**src/rtl/tt_um_serial_subtractor_pkg.sv**
```systemverilog
// Shared definitions for the bit-serial arithmetic blocks: FSM encoding and
// the bit-counter width helper.
package tt_um_serial_subtractor_pkg;

  typedef enum logic [1:0] {
    ST_IDLE = 2'd0,
    ST_RUN  = 2'd1,
    ST_DONE = 2'd2
  } arith_state_e;

  // A 1-bit counter is still needed when the operand is narrow.
  function automatic int cnt_width(input int w);
    return (w > 1) ? $clog2(w) : 1;
  endfunction

endpackage

```
**src/rtl/fullsubtractor.sv**
```systemverilog
// One-bit full subtractor: d = a - b - bin, with bout set on underflow.
module fullsubtractor (
  input  logic a,
  input  logic b,
  input  logic bin,
  output logic d,
  output logic bout
);

  assign d    = a ^ b ^ bin;
  assign bout = (~a & b) | (~(a ^ b) & bin);

endmodule

```
**src/rtl/tt_um_serial_subtractor.sv**
```systemverilog
// Bit-serial subtractor: A - B - Bin, LSB first, one bit per clock through a
// single full-subtractor cell, with the result published on RUN->DONE.
module tt_um_serial_subtractor
  import tt_um_serial_subtractor_pkg::*;
#(
  parameter int WIDTH = 3
) (
  input  logic             clk,
  input  logic             rst,
  input  logic             start,
  input  logic [WIDTH-1:0] A,
  input  logic [WIDTH-1:0] B,
  input  logic             Bin,
  output logic             busy,
  output logic             done,
  output logic [WIDTH-1:0] Diff,
  output logic             Bout
);

  localparam int CW = cnt_width(WIDTH);

  arith_state_e     state_q, state_d;
  logic [WIDTH-1:0] a_q, a_d, b_q, b_d, res_q, res_d, diff_q, diff_d;
  logic [CW-1:0]    cnt_q, cnt_d;
  logic             brw_q, brw_d, bout_q, bout_d;
  logic             cell_d, cell_bout;

  fullsubtractor u_cell (
    .a   (a_q[0]),
    .b   (b_q[0]),
    .bin (brw_q),
    .d   (cell_d),
    .bout(cell_bout)
  );

  always_comb begin
    state_d = state_q;
    a_d     = a_q;
    b_d     = b_q;
    res_d   = res_q;
    diff_d  = diff_q;
    cnt_d   = cnt_q;
    brw_d   = brw_q;
    bout_d  = bout_q;
    case (state_q)
      ST_IDLE: begin
        if (start) begin
          a_d     = A;
          b_d     = B;
          brw_d   = Bin;
          cnt_d   = '0;
          state_d = ST_RUN;
        end
      end
      ST_RUN: begin
        a_d   = a_q >> 1;
        b_d   = b_q >> 1;
        brw_d = cell_bout;
        res_d = {cell_d, res_q[WIDTH-1:1]};
        cnt_d = cnt_q + CW'(1);
        // Last bit: the freshly shifted result is what gets published.
        if (cnt_q == CW'(WIDTH - 1)) begin
          diff_d  = {cell_d, res_q[WIDTH-1:1]};
          bout_d  = cell_bout;
          cnt_d   = '0;
          state_d = ST_DONE;
        end
      end
      ST_DONE: state_d = ST_IDLE;
      default: state_d = ST_IDLE;
    endcase
  end

  always_ff @(posedge clk or negedge rst) begin
    if (!rst) begin
      state_q <= ST_IDLE;
      a_q     <= '0;
      b_q     <= '0;
      res_q   <= '0;
      diff_q  <= '0;
      cnt_q   <= '0;
      brw_q   <= 1'b0;
      bout_q  <= 1'b0;
    end else begin
      state_q <= state_d;
      a_q     <= a_d;
      b_q     <= b_d;
      res_q   <= res_d;
      diff_q  <= diff_d;
      cnt_q   <= cnt_d;
      brw_q   <= brw_d;
      bout_q  <= bout_d;
    end
  end

  assign busy = (state_q == ST_RUN);
  assign done = (state_q == ST_DONE);
  assign Diff = diff_q;
  assign Bout = bout_q;

endmodule
```
**config.mk**
```make
export PLATFORM = sky130hd
export DESIGN_NAME = tt_um_serial_subtractor
export DESIGN_NICKNAME = d
export VERILOG_FILES = /design/src/rtl/tt_um_serial_subtractor_pkg.sv /design/src/rtl/fullsubtractor.sv /design/src/rtl/tt_um_serial_subtractor.sv
export SDC_FILE = /design/constraint.sdc
export NUM_CORES = 1
export LEC_CHECK = 0
export BUFFER_PORTS_ARGS = -buffer_cell sky130_fd_sc_hd__clkbuf_2
export CAP_MARGIN = 20
export CORE_AREA = 2 2 45 47
export DETAILED_ROUTE_END_ITERATION = 6
export DIE_AREA = 0 0 47 49
export PLACE_DENSITY = 0.66
export SLEW_MARGIN = 25
export SYNTH_ARGS = -nofsm -noshare
export SYNTH_HDL_FRONTEND = slang
export SYNTH_SLANG_ARGS = --single-unit
```
**constraint.sdc**
```tcl
create_clock -name clk -period 1.7 [get_ports clk]
set_clock_uncertainty 0.2 [all_clocks]
set_input_delay 0.255 -clock clk [delete_from_list [all_inputs] [get_ports clk]]
set_output_delay 0.255 -clock clk [all_outputs]
set_load 0.01 [all_outputs]
```
# Word-level counts from Yosys, hierarchy flattened
# Cells that the tools add are included.
[totals]
input_bits = 10
output_inout_bits = 6
regBits = 18
[op_classes]
muxes = 12
reduce_logical = 5
bitwise = 7
add_sub_neg = 1
eq_ne = 5
[ops]
columns = ["cell", "n"]
rows = [
  ["3-bit case mux with 2 select lines", 2],
  ["2-bit 2-to-1 mux", 4],
  ["2-bit case mux with 2 select lines", 2],
  ["3-bit 2-to-1 mux", 2],
  ["2-bit AND reduction", 3],
  ["2-bit == test (second input constant)", 2],
  ["2-bit by 1-bit adder with 2-bit output (second input constant)", 1],
  ["1-bit bitwise AND", 2],
  ["2-bit by 1-bit == test with 1-bit output (second input constant)", 1],
  ["2-bit logical NOT", 1],
  ["2-bit by 1-bit inequality test with 1-bit output (second input constant)", 1],
  ["2-bit inequality test (second input constant)", 1],
  ["1-bit NOT", 2],
  ["1-bit case mux with 2 select lines", 1],
  ["2-bit nonzero test", 1],
  ["1-bit bitwise XOR", 2],
  ["1-bit 2-to-1 mux", 1],
  ["1-bit bitwise OR", 1],
]

# Longest topological paths before layout
[logic_depth]
depth_word = 5
depth_mapped = 3
mapped_depth_nobuf = 3

# Modules after synthesis
# From an unflattened synthesis, not the netlist that was laid out.
[unflattened]
cells_unflattened = 64
area_unflattened_um2 = 789.5
[modules_own_cells]
columns = ["module", "cells_each", "area_per_inst_um2", "n_inst"]
rows = [
  ["tt_um_serial_subtractor", 60, 758.2, 1],
  ["fullsubtractor", 4, 31.3, 1],
]

# Worst setup path after synthesis
# No wires, ideal clock.
[synth_path]
path_type = "reg2reg"
startpoint = "register b_q[0]"
endpoint = "register res_q[2]"
n_path_buf = 0
stages_incl_launch_ff = 4
t_arrival_ns = 1.113
period_less_slack_ns = 1.437
required_ns = 1.375
setup_slack_ns = 0.263
path_cell_list = "dfrtp_1 > inv_1 > fa_1 > mux2_2"
[synth_between]
elab_chain_len = 2
[synth_lines]
columns = ["element", "line", "source"]
rows = [
  ["start: declaration", "tt_um_serial_subtractor.sv:23", "logic [WIDTH-1:0] a_q, a_d, b_q, b_d, res_q, res_d, diff_q, diff_d;"],
  ["start signal: assignment", "tt_um_serial_subtractor.sv:78", "b_q <= '0;"],
  ["start signal: assignment", "tt_um_serial_subtractor.sv:87", "b_q <= b_d;"],
  ["1-bit bitwise XOR (2 in a row)", "fullsubtractor.sv:10", "assign d = a ^ b ^ bin;"],
  ["named net cell_d", "tt_um_serial_subtractor.sv:26", "logic cell_d, cell_bout;"],
  ["end signal: assignment", "tt_um_serial_subtractor.sv:88", "res_q <= res_d;"],
  ["end: declaration", "tt_um_serial_subtractor.sv:23", ""],
]
# The timed path passes the listed nets, and every way through them passes these cells.
# A chain may end at the register's enable or synchronous reset.

# Final worst setup path
[layout_path]
startpoint = "register state_q[0]"
endpoint = "output busy"
[layout_between]
elab_chain_len = 1
[layout_lines]
columns = ["element", "line", "source"]
rows = [
  ["start: declaration", "tt_um_serial_subtractor.sv:22", "arith_state_e state_q, state_d;"],
  ["start signal: assignment", "tt_um_serial_subtractor.sv:85", "state_q <= state_d;"],
  ["2-bit by 1-bit == test with 1-bit output", "tt_um_serial_subtractor.sv:96", "assign busy = (state_q == ST_RUN);"],
  ["end: declaration", "tt_um_serial_subtractor.sv:14", "output logic busy,"],
]
# No other way between the ends.

==> metrics.yaml <==
end_kind: "output pin"
switching_power_mw: 0.619
regToRegSetupSlack_ps: 90
drtPass1Iterations: 4
grt_max_degree: 18
viasPerCell: 5.18
maxSlewHeadroom_pct: 72.2
antenna_found_initial: 0
wl_um: 1460
grt_usage_pct: 16.4
power.share.combinational_pct: 49.3
hold_path_class: "input pin to register"
yosys-top-cells-count: "dfrtp_1 (17), inv_1 (4)"
cts_tree: "done"
via_count: 565
whs_ps: 109
worst-r2r-cell-count: 3
internal-power_mw: 1.20
vdd.ir_drop.worst_v: 0.000923
fill_cells: 182
die_h_um: 49
grt_pass1_wl_um: 2630
power.density_mw_per_mm2: 1800
fmax_ghz: 0.622
clockBufferDepth: 2
ys_top_cells_by_area: "dfrtp_1 (51%), mux2_4 (5.4%), o221a_2 (4.0%), or4b_1 (3.6%), buf_6 (2.7%)"
r2r_end: "Diff[1]"
fin_crit_ps: 1610
drv_slew: 0
worst_skew_pair.late_latency_ps: 290
setup_viol_count_final: 0
initial_utilization_pct: 45.7
htreeDepth: 1
areaGrowthSynthToFinish_pct: 20.2
synth_top_cell_by_area: "dfrtp_1"
root_buffer: "clkbuf_4"
seqPwrFrac_pct: 39.2
postLayoutCoreUtil_pct: 54.9
crit_type: "register to output pin"
finalSetupTns_ps: 0
yosysUniqueCellTypes: 27
diodes: 0
syn-cell-area_um2: 841
rsz0062_at_grt: "false"
hold_viol: 0
cp_max_fo: 5
grt_pass1_vias: 555
synthFlopType: "dfrtp_1"
synth_top_area_share_pct: 50.6
cts.sinks: 17
timing.rr.start: "state_q[1]"
final_cells: 109
detail_route.iter0.violations: 9
dp_hpwl_um: 1090
power_frac_clock_pct: 11.5
finalPower_mw: 1.82
io_pins: 16
clk_pin_slew_ps: 90
coreArea_mm2: 0.00184
timing.max_cap.violations: 0
grt_overflow: 0
critPathLaunchType: "register"
synth-seq-area-share_pct: 50.6
period_share_pct: 94.5
hold_end: "b_q[1]"
critPathLaunch: "state_q[0]"
row_count: 16
drc: 0
worstMarginPinSlew_ps: 416
synth-edff-count: 0
nets: 94
sw_frac_of_total_pct: 33.9
cp.arrival_ps: 1150
die_width_um: 47
status: "finished, final reports clean"
syn_inst: 59
p_leak_nw: 0.475
wl_per_cell_um: 13.3
yosysMostFrequentCell: "dfrtp_1"
avgSynthCellArea_um2: 14.3
port_buffers: 15
cts_buffers: 3
dp.cells: 101
drive_gt1_share_pct: 51.2
die_area_mm2: 0.00230
min_from: "B[1]"
ys_warn_count: 0
ys_ff_latch: 17
synth.net_count: 70
crit_required_ps: 1240
gp_congestion: 0.721
hold_depth: 3
ys_async_sr_fraction_pct: 100
final_antenna_net_count: 0
-- routing by layer --
metal	global-route usage, %	vias up	routed length, um
li1	-	270	-
met1	20.9	279	672
met2	24.9	12	694
met3	3.33	4	43
met4	9.72	0	45
met5	0	-	0
-- logic make-up after synthesis --
| family | count (synthesis) | synth area share [%] |
|---|---|---|
| muxes | 7 | 10.6 |
| AOI/OAI and AO/OA | 11 | 14.6 |
| adders and majority gates | 1 | 2.38 |
| buffers and inverters | 9 | 6.40 |
| DFF | 17 | 50.6 |
| and+or+nand+nor | 14 | 15.5 |
-- cells in the final DEF (no fill, tap or decap), types with 2 or more instances in the layout --
cell type and n:
dfrtp_1 15, inv_1 4, mux2_2 2, clkbuf_2 15
clkbuf_4 3, nor4bb_1 2, mux2_4 3, nor4b_1 2
nor3b_1 3, dfrtp_2 2, or4b_1 3, o221a_2 3
buf_4 7, a211o_1 2
-- cell type report --
class	count	area [um^2]	share of cell area, %
Timing Repair Buffer	23	138	13.6
Multi-Input combinational cell	33	367	36.3
Sequential cell	17	428	42.3
Clock buffer	4	26.3	2.60
Inverter	5	18.8	1.86
Tap cell	27	33.8	3.34
-- critical path: stages, from the launching register on --
cell      delay, ps
dfrtp_2         440
buf_4           160
nand2b_4         90
inv_2            60
clkbuf_2        120
-- metrics by stage --
| step | instance area (um^2) | worst slack, ps |
|---|---|---|
| after global routing | 1010 | 10.7 |
| after floorplan | 841 | 263 |
| after detailed placement | 945 | 148 |
| after CTS | 1010 | 36.2 |
| final | 1010 | 93.3 |
| after global placement | 945 | 162 |
-- registers in the layout, indices dropped and copies added, names as in the netlist --
| signal | count |
|---|---|
| Bout | 1 |
| Diff | 3 |
| a_q | 3 |
| b_q | 3 |
| brw_q | 1 |
| cnt_q | 2 |
| res_q | 2 |
| state_q | 2 |
-- power by group through the flow --
stage | combinational [mW] | sequential [mW] | clock, mW
2_1_floorplan | 0.636 | 0.727 | 0
3_3_place_gp | 0.807 | 0.750 | 0
3_5_place_dp | 0.825 | 0.751 | 0
4_1_cts | 0.901 | 0.717 | 0.218
5_1_grt | 1.00 | 0.744 | 0.244
6_report | 0.899 | 0.715 | 0.210
-- worst max path at each step --
stage | to | slack (ps) | cells after the start
after floorplan | res_q[2] | 260 | 3
after global placement | res_q[1] | 160 | 4
after detailed placement | Diff[1] | 150 | 2
after CTS | busy | 40 | 4
after global routing | busy | 10 | 4
final | busy | 90 | 4
-- timing repair --
item	4_1_cts	5_1_grt
gates resized for setup	2	1
buffers inserted	3	0
hold endpoints to repair	17	0
hold buffers	1	0
endpoints found under the setup margin	2	1
No activity file was read; power rests on OpenSTA's default activity.
